--- src/rtl/lut_config_loader_if.sv ---
// ---------------------------------------------------------------------------
// lut_config_loader_if
//   Valid/ready chunk stream carrying the LUT configuration bitstream.
//
//   in_data   : one CONFIG_WIDTH-bit bitstream chunk
//   in_valid  : in_data holds a chunk (driven by the bitstream source)
//   in_ready  : loader accepts a chunk this cycle (driven by the loader)
//
//   master : bitstream source
//   slave  : lut_config_loader
// ---------------------------------------------------------------------------
interface lut_config_loader_if #(
  parameter int CONFIG_WIDTH = 4
);
  logic [CONFIG_WIDTH-1:0] in_data;
  logic                    in_valid;
  logic                    in_ready;

  modport master (output in_data, output in_valid, input  in_ready);
  modport slave  (input  in_data, input  in_valid, output in_ready);
endinterface

--- src/rtl/lut_config_loader.sv ---
// ---------------------------------------------------------------------------
// lut_config_loader
//   Configuration-side driver for the block-configured LUT array. Collects
//   CHUNKS stream chunks into one MEM_SIZE-bit truth table, shows it on
//   config_out and fires a one-cycle one-hot cen strobe at the target LUT.
//   It walks LUT 0..NUM_LUTS-1 in order and then reports done.
//
//   cclk        : configuration clock (only clock)
//   rst_n       : synchronous active-low reset
//   start       : begin a load sequence (honoured in IDLE or DONE only)
//   in_if       : chunk stream (in_data / in_valid / in_ready)
//   config_out  : assembled truth table, shared by every LUT's config_in
//   cen         : one-hot commit strobe, bit i -> LUT i
//   busy        : sequence in progress (SHIFT or COMMIT)
//   done        : sequence complete (DONE)
//
//   Every output is a register, so no input reaches an output in the same
//   cycle.
// ---------------------------------------------------------------------------
module lut_config_loader #(
  parameter int INPUTS       = 4,
  parameter int MEM_SIZE     = 2**INPUTS,
  parameter int CONFIG_WIDTH = 4,
  parameter int NUM_LUTS     = 2
) (
  input  logic                 cclk,
  input  logic                 rst_n,
  input  logic                 start,
  lut_config_loader_if.slave   in_if,
  output logic [MEM_SIZE-1:0]  config_out,
  output logic [NUM_LUTS-1:0]  cen,
  output logic                 busy,
  output logic                 done
);

  localparam int CHUNKS = MEM_SIZE / CONFIG_WIDTH;
  localparam int CNT_W  = $clog2(CHUNKS) + 1;
  localparam int IDX_W  = $clog2(NUM_LUTS) + 1;

  localparam logic [CNT_W-1:0] LAST_CHUNK = CNT_W'(CHUNKS - 1);
  localparam logic [IDX_W-1:0] LAST_LUT   = IDX_W'(NUM_LUTS - 1);

  typedef enum logic [1:0] {
    S_IDLE,
    S_SHIFT,
    S_COMMIT,
    S_DONE
  } state_t;

  state_t             state;
  logic [CNT_W-1:0]   chunk_cnt;
  logic [IDX_W-1:0]   lut_idx;
  logic               in_ready_q;
  logic [MEM_SIZE-1:0] shifted;

  assign in_if.in_ready = in_ready_q;

  // New chunks enter at the MSBs and older ones slide toward bit 0, so the
  // first chunk of a LUT ends up in the low bits. With a single chunk per
  // LUT the chunk simply is the whole table.
  generate
    if (CHUNKS == 1) begin : g_single_chunk
      assign shifted = in_if.in_data;
    end else begin : g_multi_chunk
      assign shifted = {in_if.in_data, config_out[MEM_SIZE-1:CONFIG_WIDTH]};
    end
  endgenerate

  // NOTE: sequential state uses non-blocking assignments only, so every
  // right-hand side below reads the value from before this clock edge.
  always_ff @(posedge cclk) begin
    if (!rst_n) begin
      state      <= S_IDLE;
      config_out <= '0;
      cen        <= '0;
      in_ready_q <= 1'b0;
      busy       <= 1'b0;
      done       <= 1'b0;
      chunk_cnt  <= '0;
      lut_idx    <= '0;
    end else begin
      // cen is a single-cycle strobe: cleared every cycle unless the
      // SHIFT->COMMIT transition below raises it.
      cen <= '0;

      case (state)
        S_IDLE: begin
          if (start) begin
            state      <= S_SHIFT;
            chunk_cnt  <= '0;
            lut_idx    <= '0;
            in_ready_q <= 1'b1;
            busy       <= 1'b1;
          end
        end

        S_SHIFT: begin
          if (in_if.in_valid && in_ready_q) begin
            config_out <= shifted;
            if (chunk_cnt == LAST_CHUNK) begin
              chunk_cnt  <= '0;
              state      <= S_COMMIT;
              in_ready_q <= 1'b0;
              cen        <= NUM_LUTS'(1) << lut_idx;
            end else begin
              chunk_cnt <= chunk_cnt + CNT_W'(1);
            end
          end
        end

        S_COMMIT: begin
          if (lut_idx == LAST_LUT) begin
            state <= S_DONE;
            busy  <= 1'b0;
            done  <= 1'b1;
          end else begin
            lut_idx    <= lut_idx + IDX_W'(1);
            state      <= S_SHIFT;
            in_ready_q <= 1'b1;
          end
        end

        S_DONE: begin
          if (start) begin
            state      <= S_SHIFT;
            chunk_cnt  <= '0;
            lut_idx    <= '0;
            in_ready_q <= 1'b1;
            busy       <= 1'b1;
            done       <= 1'b0;
          end
        end

        default: begin
          state      <= S_IDLE;
          in_ready_q <= 1'b0;
          busy       <= 1'b0;
          done       <= 1'b0;
        end
      endcase
    end
  end

endmodule

--- src/flat_wrapper.sv ---
// flat-port wrapper written by rule: the top's interface ports become plain ports
module lut_config_loader_flat 
#(
  parameter int INPUTS       = 4,
  parameter int MEM_SIZE     = 2**INPUTS,
  parameter int CONFIG_WIDTH = 4,
  parameter int NUM_LUTS     = 2
)
  (cclk, rst_n, start, config_out, cen, busy, done, in_if_in_data, in_if_in_valid, in_if_in_ready);
  lut_config_loader_if #(.CONFIG_WIDTH(CONFIG_WIDTH)) in_if_i ();
  input  logic cclk;
  input  logic rst_n;
  input  logic start;
  output logic [MEM_SIZE-1:0] config_out;
  output logic [NUM_LUTS-1:0] cen;
  output logic busy;
  output logic done;
  input wire logic [$bits(in_if_i.in_data)-1:0] in_if_in_data;
  input wire logic [$bits(in_if_i.in_valid)-1:0] in_if_in_valid;
  output wire logic [$bits(in_if_i.in_ready)-1:0] in_if_in_ready;
  assign in_if_i.in_data = in_if_in_data;
  assign in_if_i.in_valid = in_if_in_valid;
  assign in_if_in_ready = in_if_i.in_ready;
  lut_config_loader #(.INPUTS(INPUTS), .MEM_SIZE(MEM_SIZE), .CONFIG_WIDTH(CONFIG_WIDTH), .NUM_LUTS(NUM_LUTS)) u_core (.cclk(cclk), .rst_n(rst_n), .start(start), .in_if(in_if_i), .config_out(config_out), .cen(cen), .busy(busy), .done(done));
endmodule
--- config.mk ---
export PLATFORM = sky130hd
export DESIGN_NAME = lut_config_loader_flat
export DESIGN_NICKNAME = d
export VERILOG_FILES = /design/src/rtl/lut_config_loader_if.sv /design/src/rtl/lut_config_loader.sv /design/src/flat_wrapper.sv
export SDC_FILE = /design/constraint.sdc
export NUM_CORES = 1
export LEC_CHECK = 0
export BUFFER_PORTS_ARGS = -buffer_cell sky130_fd_sc_hd__buf_2
export CORE_UTILIZATION = 47
export CTS_CLUSTER_DIAMETER = 120
export DETAILED_ROUTE_END_ITERATION = 6
export PLACE_DENSITY = 0.74
export SLEW_MARGIN = 0
export SYNTH_ARGS = -nofsm -noshare
export SYNTH_HDL_FRONTEND = slang
export SYNTH_SLANG_ARGS = --single-unit
export TNS_END_PERCENT = 10
--- constraint.sdc ---
create_clock -name cclk -period 1.73 [get_ports cclk]
set_input_delay 0.2595 -clock cclk [delete_from_list [all_inputs] [get_ports cclk]]
set_output_delay 0.2595 -clock cclk [all_outputs]
set_load 0.05 [all_outputs]
# Word level (Yosys, flattened, before mapping)
# Index checks and enable logic that the tools add are counted.
[word_totals]
wordCells = 58
register_bits = 28
output_inout_bits = 21
input_bits = 8
[op_classes]
eq_ne = 11
n_addsub = 2
shift = 1
n_reduce_logical = 14
n_mux = 22
[ops]
columns = ["cell", "n"]
rows = [
  ["$reduce_and 3->1", 5],
  ["$mux 2", 6],
  ["$mux 3", 3],
  ["$ne 2x1->1 const B", 4],
  ["$reduce_and 4->1", 2],
  ["$mux 1", 7],
  ["$pmux 2 s3", 1],
  ["$pmux 3 s2", 1],
  ["$reduce_bool 2->1", 3],
  ["$eq 2x1->1 const B", 2],
  ["$eq 2x2->1 const B", 2],
  ["$ne 2x2->1 const B", 2],
  ["$pmux 1 s2", 2],
  ["$pmux 2 s2", 1],
  ["$add 3x1->3 const B", 1],
  ["$eq 3x2->1 const B", 1],
  ["$pmux 1 s3", 1],
  ["$add 2x1->2 const B", 1],
  ["$logic_not 2->1", 1],
  ["$reduce_and 2->1", 1],
  ["$reduce_or 2->1", 1],
  ["$shl 1x2->2 const A", 1],
  ["$logic_and 1x1->1", 1],
]

# Longest topological paths before layout
[depth]
word_depth = 4
depth_mapped = 7

# Worst setup path before layout
# No wires, ideal clock.
[synth_path]
path_kind = "register to register"
start = "register u_core.state[0]"
end = "register u_core.state[1]"
t_arrival_ns = 1.534
setup_slack_ns = 0.077
setup_time_ns = 0.119
stages_incl_launch_ff = 7
synth_period_minus_slack_ns = 1.653
path_cell_list = "dfxtp_1 > inv_1 > ha_1 > buf_6 > nor2b_4 > or3_1 > o221a_1"
[synth_via]
elab_chain_cells = 4
[synth_rtl]
columns = ["element", "line_no", "source"]
rows = [
  ["from (decl)", "lut_config_loader.sv:50", "state_t state;"],
  ["from (signal assigned)", "lut_config_loader.sv:73", "state <= S_IDLE;"],
  ["from (signal assigned)", "lut_config_loader.sv:89", "state <= S_SHIFT;"],
  ["from (signal assigned)", "lut_config_loader.sv:102", "state <= S_COMMIT;"],
  ["$eq 2x2->1 / $logic_not 2->1 (equally long branches)", "lut_config_loader.sv:86", "case (state)"],
  ["$reduce_or 2->1 (no line)", "-", ""],
  ["$ne 2x1->1 (no line)", "-", ""],
  ["$reduce_and 3->1 (no line)", "-", ""],
]
# Several ways; a longest one is shown, not always the timed one.
# A chain may end at the register's enable or synchronous reset.

# Final worst setup path
# Ends and elaborated chain as after synthesis.

==> impl_summary.md <==
Setup path
In this run the critical register-to-register path is launched from u_core.state[0]. The depth of the worst register-to-register path is 5. The classification of the worst setup path is flip-flop to flip-flop. The required time reported for the critical path endpoint is between 1.5 and 2 ns. The buffering stage count on the worst path with inverters included is 1. The category of the worst setup path capture point is a flip-flop. For this design, the slowest cell found on the critical path is or3_1. Across all register-to-register paths, the minimum setup slack is approximately 0.091 ns. The endpoint identified for the worst register-to-register timing path is u_core.state[1]. The critical path data arrival time is ~1.9 ns. The cell family contributing the most delay on the critical path is simple AND/OR/NAND/NOR gates. In this design, the stage delay of the slowest critical-path cell is 0.38 ns. Traced cell by cell, the critical path runs through inv_1, ha_1, nor2b_4, or3_1, o221a_1. The startpoint type of the worst setup path is a flip-flop. Along the worst path, the maximum fanout reaches 7.

STA
The maximum achievable frequency is 610 MHz. The total count of hold-check failures in the final report was 0. Subtracting the final worst setup slack from the clock period gives 1.64 ns. Headroom to the max-slew limit came out at ~72%. Setup repair after global routing left no endpoint under its margin.

The ratio of final minimum period to clock period is 94.7%. At the pin with the least slew margin, the transition time is 0.416 ns. The clock arrives with approximately 0.0022 ns of skew. The total negative setup slack is 0 ns. Setup violations remaining at the end of the flow were counted as 0. The final worst setup slack is approximately 0.091 ns. The number of slew-limit violations in the final report is 0.

Final layout
The final-stage net count is between 150 and 200. The final antenna diode count is 0. The area growth from synthesis to layout is 17.5%. Once layout is complete, the utilization of the core stands at 58.5%. Cells with a size suffix above 1 make up 25.9% of the layout.

Yosys
The area of the mapped netlist is 1240 um^2. Synthesis produced a netlist with a net count of 151. In this run, distinct cell masters in the synthesized netlist total 35. During synthesis, Yosys emitted a total of 0 warnings.

After synthesis the netlist holds a flip-flop and latch count of 28. The number of instances in the synthesized netlist is about 140. Summing the sequential cell areas from Yosys gives roughly 45% of the chip area.

Dividing the synthesized area by the synthesized cell count gives 9.08 um^2.

Clock tree
For this design, the sink count on the clock tree is 28. The number of buffers between clock root and the deepest sink is 2. The buffer type at the clock tree root is clkbuf_4. The clock transition time at the flip-flop clock pins of the worst setup and hold paths is 0.15 ns.

After clock tree synthesis, the flow added hold-fix buffers numbering 0. The TritonCTS buffer count is 3. The latest clock arrival within the worst-skew pair is 0.33 ns. The post-CTS resize count is 0.

The CTS tree is done. The number of setup buffers added after CTS is 0. In this run the number of H-tree levels came out at 1.

Drt
The number of nets with antenna violations after detailed routing is 0. In the routed design, unresolved DRC markers number 0. The final route contains 1020 vias. The initial detailed-routing violation count is 17. The wire length per cell is 11.4 um.

Summed over all layers, the routed wires come to between 2 and 2.5 mm. The via count normalized by instance count is around 5.2. The first-pass detailed-route iteration total is 4.

Global routing
The number of antenna violations at the first check in global routing is 0. The total track usage is 17.0%. Entering global routing, the biggest net connects 30 pins.

The first-pass GRT wire length is between 3 and 4 mm. The number of global-route vias before repair is 863. The remaining global-route overflow is 0.

Pwr
The cell leakage power is between 0.6 and 0.7 nW. VDD sags by at most 0.000908 V. The cell area power density is 1310 nW/um^2.

Run
The count of max-cap constraint violations is 0.

Floorplanning
The floorplan step defined a die boundary enclosing 2860 um^2. The row count is 18. The die height is 53.4 um.

The core region is about 2500 um^2. From left edge to right edge, the die measures 53.4 um. The initial core utilization is 49.7%.

29 I/O pins were placed.

Placement
At the end of routability-driven placement, the weighted congestion stood at 0.806. During placement, the flow inserted port buffers numbering 28. The sum of net half-perimeters after detailed placement is 1.67 mm. Timing analysis after detailed placement gives a worst setup slack of 0.136 ns.

Run status
The run finished with clean final reports.

Worst hold path
The hold path endpoint is u_core.config_out[13]. The kind of path behind the tightest hold check is primary input to flip-flop. The worst hold path begins at in_if_in_data[1]. The number of stages on the worst hold path is 3.
worst max path at each step:
stage / startpoint / endpoint / slack [ns] / cells after the start
after floorplan: u_core.state[0] / u_core.state[1] / 0.08 / 6
after global placement: u_core.state[0] / u_core.state[1] / 0.16 / 5
after detailed placement: u_core.state[0] / u_core.state[1] / 0.14 / 5
after CTS: u_core.state[0] / u_core.state[1] / 0.1 / 5
after global routing: u_core.state[0] / u_core.state[1] / 0.03 / 5
final: u_core.state[0] / u_core.state[1] / 0.09 / 5
cells in the mapped netlist:
cell type,number,share of area (%)
a21boi_0,17,10
a21boi_1,2,1.2
a21oi_1,4,1.6
a31o_2,2,1.4
and2_1,2,1.0
and2_4,1,0.70
and3_1,1,0.50
and4_1,1,0.70
buf_2,1,0.40
buf_4,2,1.2
buf_6,1,0.91
clkbuf_1,3,0.91
dfxtp_1,28,45
ha_1,6,6.0
inv_1,3,0.91
nand2_1,35,11
nand2b_1,1,0.50
nand3_1,1,0.40
nand3_2,1,0.80
nand4b_1,1,0.70
nor2_1,3,0.91
nor2b_1,3,1.5
nor2b_4,1,1.1
nor3_1,1,0.40
nor3b_1,1,0.60
nor4_1,2,1.0
o211a_1,1,0.80
o21a_1,1,0.60
o21ai_1,1,0.40
o221a_1,1,0.91
o221a_2,2,1.8
o31ai_1,2,1.2
or2b_1,2,1.2
or3_1,1,0.50
or4_1,2,1.2
layout by cell type, fill, tap and decap left out, types with 2 or more instances in the layout:
cell | synthesis | routed
nand2_1 | 35 | 35
buf_2 | 1 | 28
dfxtp_1 | 28 | 28
a21boi_0 | 17 | 17
ha_1 | 6 | 6
a21oi_1 | 4 | 4
buf_4 | 2 | 4
inv_1 | 3 | 3
nor2_1 | 3 | 3
nor2b_1 | 3 | 3
clkbuf_4 | 0 | 3
and2_1 | 2 | 2
or2b_1 | 2 | 2
o221a_2 | 2 | 2
o31ai_1 | 2 | 2
or4_1 | 2 | 2
a21boi_1 | 2 | 2
nor4_1 | 2 | 2
a31o_2 | 2 | 2
final cells by class:
type / instances / area [um^2]
Tap cell: 30 / 37.5
Sequential cell: 28 / 561
Multi-Input combinational cell: 99 / 629
Inverter: 3 / 11.3
Clock buffer: 3 / 22.5
Fill cell: 225 / 1040
Clock inverter: 1 / 30.0
Timing Repair Buffer: 32 / 170
power breakdown:
group / switching (mW) / total [mW] / internal (mW)
Clock: 0.196 / 0.430 / 0.235
Combinational: 0.434 / 0.722 / 0.288
Sequential: 0.0566 / 0.769 / 0.712
worst register-to-register path, cell delays in order (launching register included):
cell and delay [ns]:
dfxtp_1 0.36, inv_1 0.04, ha_1 0.36, nor2b_4 0.17, or3_1 0.38, o221a_1 0.24
flip-flops by register name, summed over array words and instances (netlist names):
register               flops
u_core.busy                1
u_core.cen                 2
u_core.chunk_cnt           3
u_core.config_out         16
u_core.done                1
u_core.in_if.in_ready      1
u_core.lut_idx             2
u_core.state               2
cells by family (layout without fill, tap and decap cells):
kind of cell | Yosys count | count (layout) | share of synthesized area (%)
AOI/OAI and AO/OA | 33 | 33 | 20.2
adders and majority gates | 6 | 6 | 6.04
buffers and inverters | 10 | 39 | 4.33
DFF | 28 | 28 | 45.1
and+or+nand+nor | 60 | 60 | 24.3
stage by stage:
stage          instances  total power, mW  cell area, um^2  hold WS, ns
5_1_grt              196             2.03             1460        0.134
3_3_place_gp         192             1.48             1410        0.447
6_report             196             1.92             1460        0.156
2_1_floorplan        137             1.36             1240        0.404
4_1_cts              196             1.94             1460        0.146
3_5_place_dp         192             1.50             1410        0.463
layer usage:
layer,share of wire [%],GRT usage [%],routed length (um),vias to the layer above
li1,-,-,-,528
met1,44,18.2,989,464
met2,51,31.9,1140,26
met3,3.5,3.45,78,2
met4,1.3,6.58,29,0
met5,0,0,0,-
No activity file was read; power rests on OpenSTA's default activity.
